==> src/rtl/alu_issue.sv <==
// Issue/writeback sequencer for the AVR arithmetic path: decodes a latched
// instruction, drives the external combinational ALU and writes results back.
module alu_issue (
    input  logic        clock,
    input  logic        reset,
    input  logic        start,
    input  logic [15:0] opcode,
    output logic        busy,
    output logic        done,
    output logic        err,
    output logic [4:0]  rf_addr_a,
    input  logic [7:0]  rf_data_a,
    output logic [4:0]  rf_addr_b,
    input  logic [7:0]  rf_data_b,
    output logic        rf_we,
    output logic [4:0]  rf_waddr,
    output logic [7:0]  rf_wdata,
    output logic [4:0]  alu_mode,
    output logic [7:0]  alu_d,
    output logic [7:0]  alu_r,
    output logic [7:0]  alu_s,
    output logic [15:0] alu_op1w,
    input  logic [7:0]  alu_R,
    input  logic [7:0]  alu_S,
    input  logic [15:0] alu_resw,
    output logic [7:0]  sreg
);

    typedef enum logic [1:0] {S_IDLE, S_EXEC, S_WRHI} state_t;

    state_t      state_q, state_d;
    logic [15:0] opcode_q;
    logic [7:0]  sreg_q;
    logic [7:0]  hi_q;

    logic        is_rr, is_imm, is_single, is_word, is_mul;
    logic [4:0]  dec_mode;
    logic        dec_valid, dec_flags, dec_write, dec_two;
    logic [4:0]  dec_a, dec_b, dec_dst, dec_hi;

    logic [5:0]  op6;
    logic [4:0]  d_fld, r_fld, w_dst;
    logic [7:0]  k_fld;

    assign op6   = opcode_q[15:10];
    assign d_fld = opcode_q[8:4];
    assign r_fld = {opcode_q[9], opcode_q[3:0]};
    assign k_fld = {opcode_q[11:8], opcode_q[3:0]};
    // Word ops address the pairs r24/r26/r28/r30: 24 + 2*n
    assign w_dst = {2'b11, opcode_q[5:4], 1'b0};

    always_comb begin
        is_rr     = 1'b0;
        is_imm    = 1'b0;
        is_single = 1'b0;
        is_word   = 1'b0;
        is_mul    = 1'b0;
        dec_mode  = 5'd0;

        case (op6)
            6'b000001: begin is_rr = 1'b1; dec_mode = 5'd1;  end
            6'b000010: begin is_rr = 1'b1; dec_mode = 5'd2;  end
            6'b000011: begin is_rr = 1'b1; dec_mode = 5'd3;  end
            6'b000101: begin is_rr = 1'b1; dec_mode = 5'd5;  end
            6'b000110: begin is_rr = 1'b1; dec_mode = 5'd6;  end
            6'b000111: begin is_rr = 1'b1; dec_mode = 5'd7;  end
            6'b001000: begin is_rr = 1'b1; dec_mode = 5'd8;  end
            6'b001001: begin is_rr = 1'b1; dec_mode = 5'd9;  end
            6'b001010: begin is_rr = 1'b1; dec_mode = 5'd10; end
            6'b001011: begin is_rr = 1'b1; dec_mode = 5'd0;  end
            6'b100111: begin is_mul = 1'b1; dec_mode = 5'd23; end
            default: ;
        endcase

        case (opcode_q[15:12])
            4'b0011: begin is_imm = 1'b1; dec_mode = 5'd5;  end
            4'b0100: begin is_imm = 1'b1; dec_mode = 5'd2;  end
            4'b0101: begin is_imm = 1'b1; dec_mode = 5'd6;  end
            4'b0110: begin is_imm = 1'b1; dec_mode = 5'd10; end
            4'b0111: begin is_imm = 1'b1; dec_mode = 5'd8;  end
            4'b1110: begin is_imm = 1'b1; dec_mode = 5'd0;  end
            default: ;
        endcase

        if (opcode_q[15:9] == 7'b1001010) begin
            case (opcode_q[3:0])
                4'b0000: begin is_single = 1'b1; dec_mode = 5'd12; end
                4'b0001: begin is_single = 1'b1; dec_mode = 5'd13; end
                4'b0010: begin is_single = 1'b1; dec_mode = 5'd14; end
                4'b0011: begin is_single = 1'b1; dec_mode = 5'd15; end
                4'b0101: begin is_single = 1'b1; dec_mode = 5'd16; end
                4'b0110: begin is_single = 1'b1; dec_mode = 5'd17; end
                4'b0111: begin is_single = 1'b1; dec_mode = 5'd18; end
                4'b1010: begin is_single = 1'b1; dec_mode = 5'd19; end
                default: ;
            endcase
        end

        if (opcode_q[15:8] == 8'h96) begin
            is_word  = 1'b1;
            dec_mode = 5'd20;
        end else if (opcode_q[15:8] == 8'h97) begin
            is_word  = 1'b1;
            dec_mode = 5'd21;
        end
    end

    always_comb begin
        dec_valid = is_rr | is_imm | is_single | is_word | is_mul;
        // MOV/LDI (mode 0) and SWAP (mode 14) leave the flags alone
        dec_flags = dec_valid && (dec_mode != 5'd0) && (dec_mode != 5'd14);
        // CP/CPI (mode 5) and CPC (mode 1) only compare
        dec_write = dec_valid && (dec_mode != 5'd5) && (dec_mode != 5'd1);
        dec_two   = is_word | is_mul;

        dec_a = 5'd0;
        if (is_imm)
            dec_a = {1'b1, opcode_q[7:4]};
        else if (is_word)
            dec_a = w_dst;
        else if (is_rr || is_single || is_mul)
            dec_a = d_fld;

        dec_b = 5'd0;
        if (is_rr || is_mul)
            dec_b = r_fld;
        else if (is_word)
            dec_b = {w_dst[4:1], 1'b1};

        dec_dst = is_mul ? 5'd0 : dec_a;
        dec_hi  = is_mul ? 5'd1 : dec_dst + 5'd1;
    end

    always_comb begin
        state_d   = state_q;
        busy      = (state_q != S_IDLE);
        done      = 1'b0;
        err       = 1'b0;
        rf_addr_a = 5'd0;
        rf_addr_b = 5'd0;
        rf_we     = 1'b0;
        rf_waddr  = 5'd0;
        rf_wdata  = 8'd0;
        alu_mode  = 5'd0;
        alu_d     = 8'd0;
        alu_r     = 8'd0;
        alu_s     = 8'd0;
        alu_op1w  = 16'd0;

        case (state_q)
            S_IDLE: begin
                if (start)
                    state_d = S_EXEC;
            end
            S_EXEC: begin
                state_d = (dec_valid && dec_two) ? S_WRHI : S_IDLE;
                alu_s   = sreg_q;
                done    = !(dec_valid && dec_two);
                err     = !dec_valid;
                if (dec_valid) begin
                    rf_addr_a = dec_a;
                    rf_addr_b = dec_b;
                    alu_mode  = dec_mode;
                    alu_d     = rf_data_a;
                    if (is_rr || is_mul)
                        alu_r = rf_data_b;
                    else if (is_imm)
                        alu_r = k_fld;
                    else if (is_word)
                        alu_r = {2'b00, opcode_q[7:6], opcode_q[3:0]};
                    if (is_word)
                        alu_op1w = {rf_data_b, rf_data_a};
                    if (dec_write) begin
                        rf_we    = 1'b1;
                        rf_waddr = dec_dst;
                        rf_wdata = dec_two ? alu_resw[7:0] : alu_R;
                    end
                end
            end
            S_WRHI: begin
                state_d  = S_IDLE;
                rf_we    = 1'b1;
                rf_waddr = dec_hi;
                rf_wdata = hi_q;
                done     = 1'b1;
            end
            default: state_d = S_IDLE;
        endcase

        // Reset kills the in-flight write and handshake in the same cycle
        if (reset) begin
            busy     = 1'b0;
            done     = 1'b0;
            err      = 1'b0;
            rf_we    = 1'b0;
            rf_waddr = 5'd0;
            rf_wdata = 8'd0;
        end
    end

    always_ff @(posedge clock) begin
        if (reset) begin
            state_q  <= S_IDLE;
            opcode_q <= 16'd0;
            sreg_q   <= 8'd0;
            hi_q     <= 8'd0;
        end else begin
            state_q <= state_d;
            if (state_q == S_IDLE && start)
                opcode_q <= opcode;
            if (state_q == S_EXEC) begin
                if (dec_flags)
                    sreg_q <= alu_S;
                // High byte is captured now: the low write may alter the ALU inputs
                hi_q <= alu_resw[15:8];
            end
        end
    end

    assign sreg = sreg_q;

endmodule

==> config.mk <==
export PLATFORM = sky130hd
export DESIGN_NAME = alu_issue
export DESIGN_NICKNAME = d
export VERILOG_FILES = /design/src/rtl/alu_issue.sv
export SDC_FILE = /design/constraint.sdc
export NUM_CORES = 1
export LEC_CHECK = 0
export CORE_MARGIN = 1.5
export CORE_UTILIZATION = 42
export CTS_CLUSTER_DIAMETER = 60
export DETAILED_ROUTE_END_ITERATION = 10
export PLACE_DENSITY_LB_ADDON = 0.08
export REMOVE_ABC_BUFFERS = 1
export SLEW_MARGIN = 25
export SYNTH_ARGS = -nofsm -noshare
export SYNTH_HDL_FRONTEND = slang
export SYNTH_SLANG_ARGS = --single-unit
==> constraint.sdc <==
create_clock -name clock -period 5.5 [get_ports clock]
set_input_delay 1.1 -clock clock [delete_from_list [all_inputs] [get_ports clock]]
set_output_delay 1.1 -clock clock [all_outputs]
set_load 0.03 [all_outputs]
==> metrics.md <==
| Metric | Value |
|---|---|
| Startpoint kind of the worst setup timing path | `flip-flop` |
| Post-synthesis compound-gate area fraction | `27.29%` |
| Post-synth top area share | `25.73%` |
| Status | `finished, final reports clean` |
| Standard-cell rows | `28` |
| Worst-case clock skew | `0.006560 ns` |
| Max FO, Critical Path | `13` |
| Routing layer with the top usage in global route | `met2` |
| Remaining max-slew budget at the tightest pin | `44.82%` |
| Clock tree from TritonCTS | `done` |
| Iter 0 DRT Violations | `243` |
| TritonCTS Buffers | `5` |
| Post-synthesis instance total | `357` |
| Synth unique cells | `55` |
| Post-synth top cells | `55 x sky130_fd_sc_hd__nand2_1, 43 x sky130_fd_sc_hd__nor2_1, 34 x sky130_fd_sc_hd__dfxtp_1` |
| Endpoint required time on the critical path | `4.40 ns` |
| FFs w/ async S/R, synth | `0%` |
| Vias after detailed routing | `3031` |
| Mean routed wirelength per cell | `14.87 um` |
| Prevailing post-synth register cell | `sky130_fd_sc_hd__dfxtp_1` |
| Power after layout | `0.6590 mW` |
| Number of resized instances in the post-cts repair step | `0` |
| Xor and xnor fraction of the mapped netlist area | `0.6623%` |
| Maximum clock rate | `204.9 MHz` |
| Detailed placer's ending HPWL | `6343 um` |
| Clock Tree Buf Depth | `2` |
| DR pass1 iterations | `5` |
| Endpoint kind of the worst setup timing path | `primary output` |
| GRT Total Usage | `24.36%` |
| Cell at the root of the clock tree | `sky130_fd_sc_hd__clkbuf_8` |
| Pins over their slew limit | `0` |
| Die span in y | `82.36 um` |
| Routability cong. | `0.9311` |
| Post-route setup TNS | `0 ns` |
| Wire length of the first global-routing pass | `12880 um` |
| Number of vias per cell after detailed routing | `5.442` |
| Drt drc | `0` |
| Share of the cycle needed by the critical path after routing | `88.72%` |
| Max cap viols | `0` |
| Main combinational cell family by area after synthesis | `simple AND/OR/NAND/NOR gates` |
| Die X-Extent | `82.36 um` |
| M2 GR Usage | `39.67%` |
| M1 GR Usage | `30.70%` |
| Pin slew with the least headroom to its limit | `0.8246 ns` |
| Yosys warns | `0` |
| Data arrival, critical path | `3.78 ns` |
| Area Overhead vs Synth | `57.57%` |
| Post-cts hold buffer count | `0` |
| Starting density of the core | `44.15%` |
| Cell with the most instances after synthesis | `sky130_fd_sc_hd__nand2_1` |
| Per-instance average area after synthesis | `7.409 sq um` |
| Multiplexer share of the synthesized area | `6.812%` |
| GR Overflow Total | `0` |
| Overall die area | `6783 sq um` |
| Layout cell share with drive strength beyond 1 | `4.357%` |
| Max H-tree Level | `2` |
| Clock latency at the later pin of the worst-skew pair | `0.28 ns` |
| Arithmetic-cell share of the synthesized area counting full adders, half adders and majority gates | `2.318%` |
| Met3 usage in global routing | `5.934%` |
| Number of I/O port buffers | `146` |
| I/O pin count | `147` |
| Post-CTS setup buffer count | `0` |
| Area share of and/or/nand/nor cells after synthesis | `31.27%` |
| Class of the tightest hold or removal check | `reg2reg` |
| Power per Cell Area | `158.1 nW/um^2` |
| Area contributors post-synth | `sky130_fd_sc_hd__dfxtp_1 26%, sky130_fd_sc_hd__nand2_1 7.8%, sky130_fd_sc_hd__mux2i_1 6.8%` |
| Vias in the first global route | `2751` |
| Core box area | `5991 sq um` |
| RSZ-0062 raised after global routing | `false` |
| Maximum number of pins on one net before global-route repair | `42` |
| Worst setup path category | `reg2out` |
| Post-synth EDFFs | `0` |
| Proportion of synthesized chip area in sequential cells | `25.73%` |
| Cell taking the most area after synthesis | `sky130_fd_sc_hd__dfxtp_1` |
| Leak Pwr | `1.632 nW` |
| Net total in the final layout | `554` |
| Routed WL | `8281 um` |
| Total clock sinks | `34` |
| Final critical path time including I/O delays and setup | `4.879 ns` |
| Final number of hold-violating endpoints | `0` |
| Maximum vdd drop | `0.1437 mV` |
| Seq cells post-synth | `34` |
| Count of endpoints failing setup in the final report | `0` |
| Number of antenna violations at the first check in global routing | `0` |
| Inserted Diodes | `0` |
| Antenna Nets Post-Route | `0` |
| Mapped cell area | `2645 sq um` |
| Register clock-pin slew on the reported worst setup and hold paths | `0.06 ns` |
==> worst max-delay path, cell delays in order (launching register included) <==
cell and delay (ns):
sky130_fd_sc_hd__dfxtp_1 0.61, sky130_fd_sc_hd__nand2_1 0.17, sky130_fd_sc_hd__nor4b_1 0.60, sky130_fd_sc_hd__a2111oi_4 0.13, sky130_fd_sc_hd__o31ai_2 0.17, sky130_fd_sc_hd__nand2_1 0.20
sky130_fd_sc_hd__nor2_1 0.13, sky130_fd_sc_hd__ha_1 0.21, sky130_fd_sc_hd__o211a_1 0.16, sky130_fd_sc_hd__a32oi_1 0.06, sky130_fd_sc_hd__xor2_1 0.19, sky130_fd_sc_hd__o32ai_1 0.16
sky130_fd_sc_hd__clkdlybuf4s50_1 0.72
==> where the power goes <==
part	switching, mW	total [mW]	internal [mW]
clock	0.0826	0.179	0.0964
sequential	0.0230	0.283	0.260
combinational	0.0978	0.197	0.0990
total	0.203	0.659	0.455
==> path summary, 6_finish.rpt <==
path	start	end	slack [ns]	cells past startpoint
setup reg to reg	opcode_q[10]	sreg[2]	2.69	7
hold reg to reg	sreg[1]	sreg[1]	0.50	1
setup / recovery	opcode_q[10]	rf_waddr[4]	0.62	12
hold / removal	sreg[1]	sreg[1]	0.50	1
==> cell families after synthesis <==
family | count (synthesis)
compound gates | 96
xor+xnor | 2
fa+ha+maj | 5
buf+inv | 35
flops | 34
mux | 18
simple gates | 167
==> metrics by stage <==
step	cells	hold slack, ns	worst slack, ns	utilization (%)	cell area [sq um]
floorplan	327	0.4574	1.486	-	2507
global placement	551	0.4723	1.067	68.19	4085
detailed placement	551	0.4782	0.9642	68.19	4085
CTS	557	0.4997	0.6547	69.57	4168
global route	557	0.5083	0.2944	69.57	4168
finish	557	0.4975	0.6206	69.57	4168
==> routing by layer <==
metal  vias to the layer above  share of wire (%)
met2                       160                 45
met1                      1347                 40
met3                        16                 12
met5                         -                  0
met4                         0                2.5
li1                       1508                  -
==> flip-flops by register name (all words and copies together), names as in the netlist <==
| signal | cells |
|---|---|
| hi_q | 8 |
| opcode_q | 16 |
| state_q | 2 |
| sreg | 8 |
==> placed cells by master, fill, tap and decap left out, drive strengths merged, types with 11 or more instances in the layout <==
master and count:
a21oi 28, and3 17, dfxtp 34, and2 21, mux2i 18, nor2 44
nor2b 11, a22oi 11, o21ai 16, nand2 55, clkdlybuf4s50 146
==> final cells by class <==
type	count	area, sq um
fillers	508	1823
multi-input cells	288	1808
repair buffers	149	1484
flip-flops and latches	34	680.7
well taps	75	93.84
clock buffers	6	82.58
inverters	5	18.77
No activity file was read; power rests on OpenSTA's default activity.
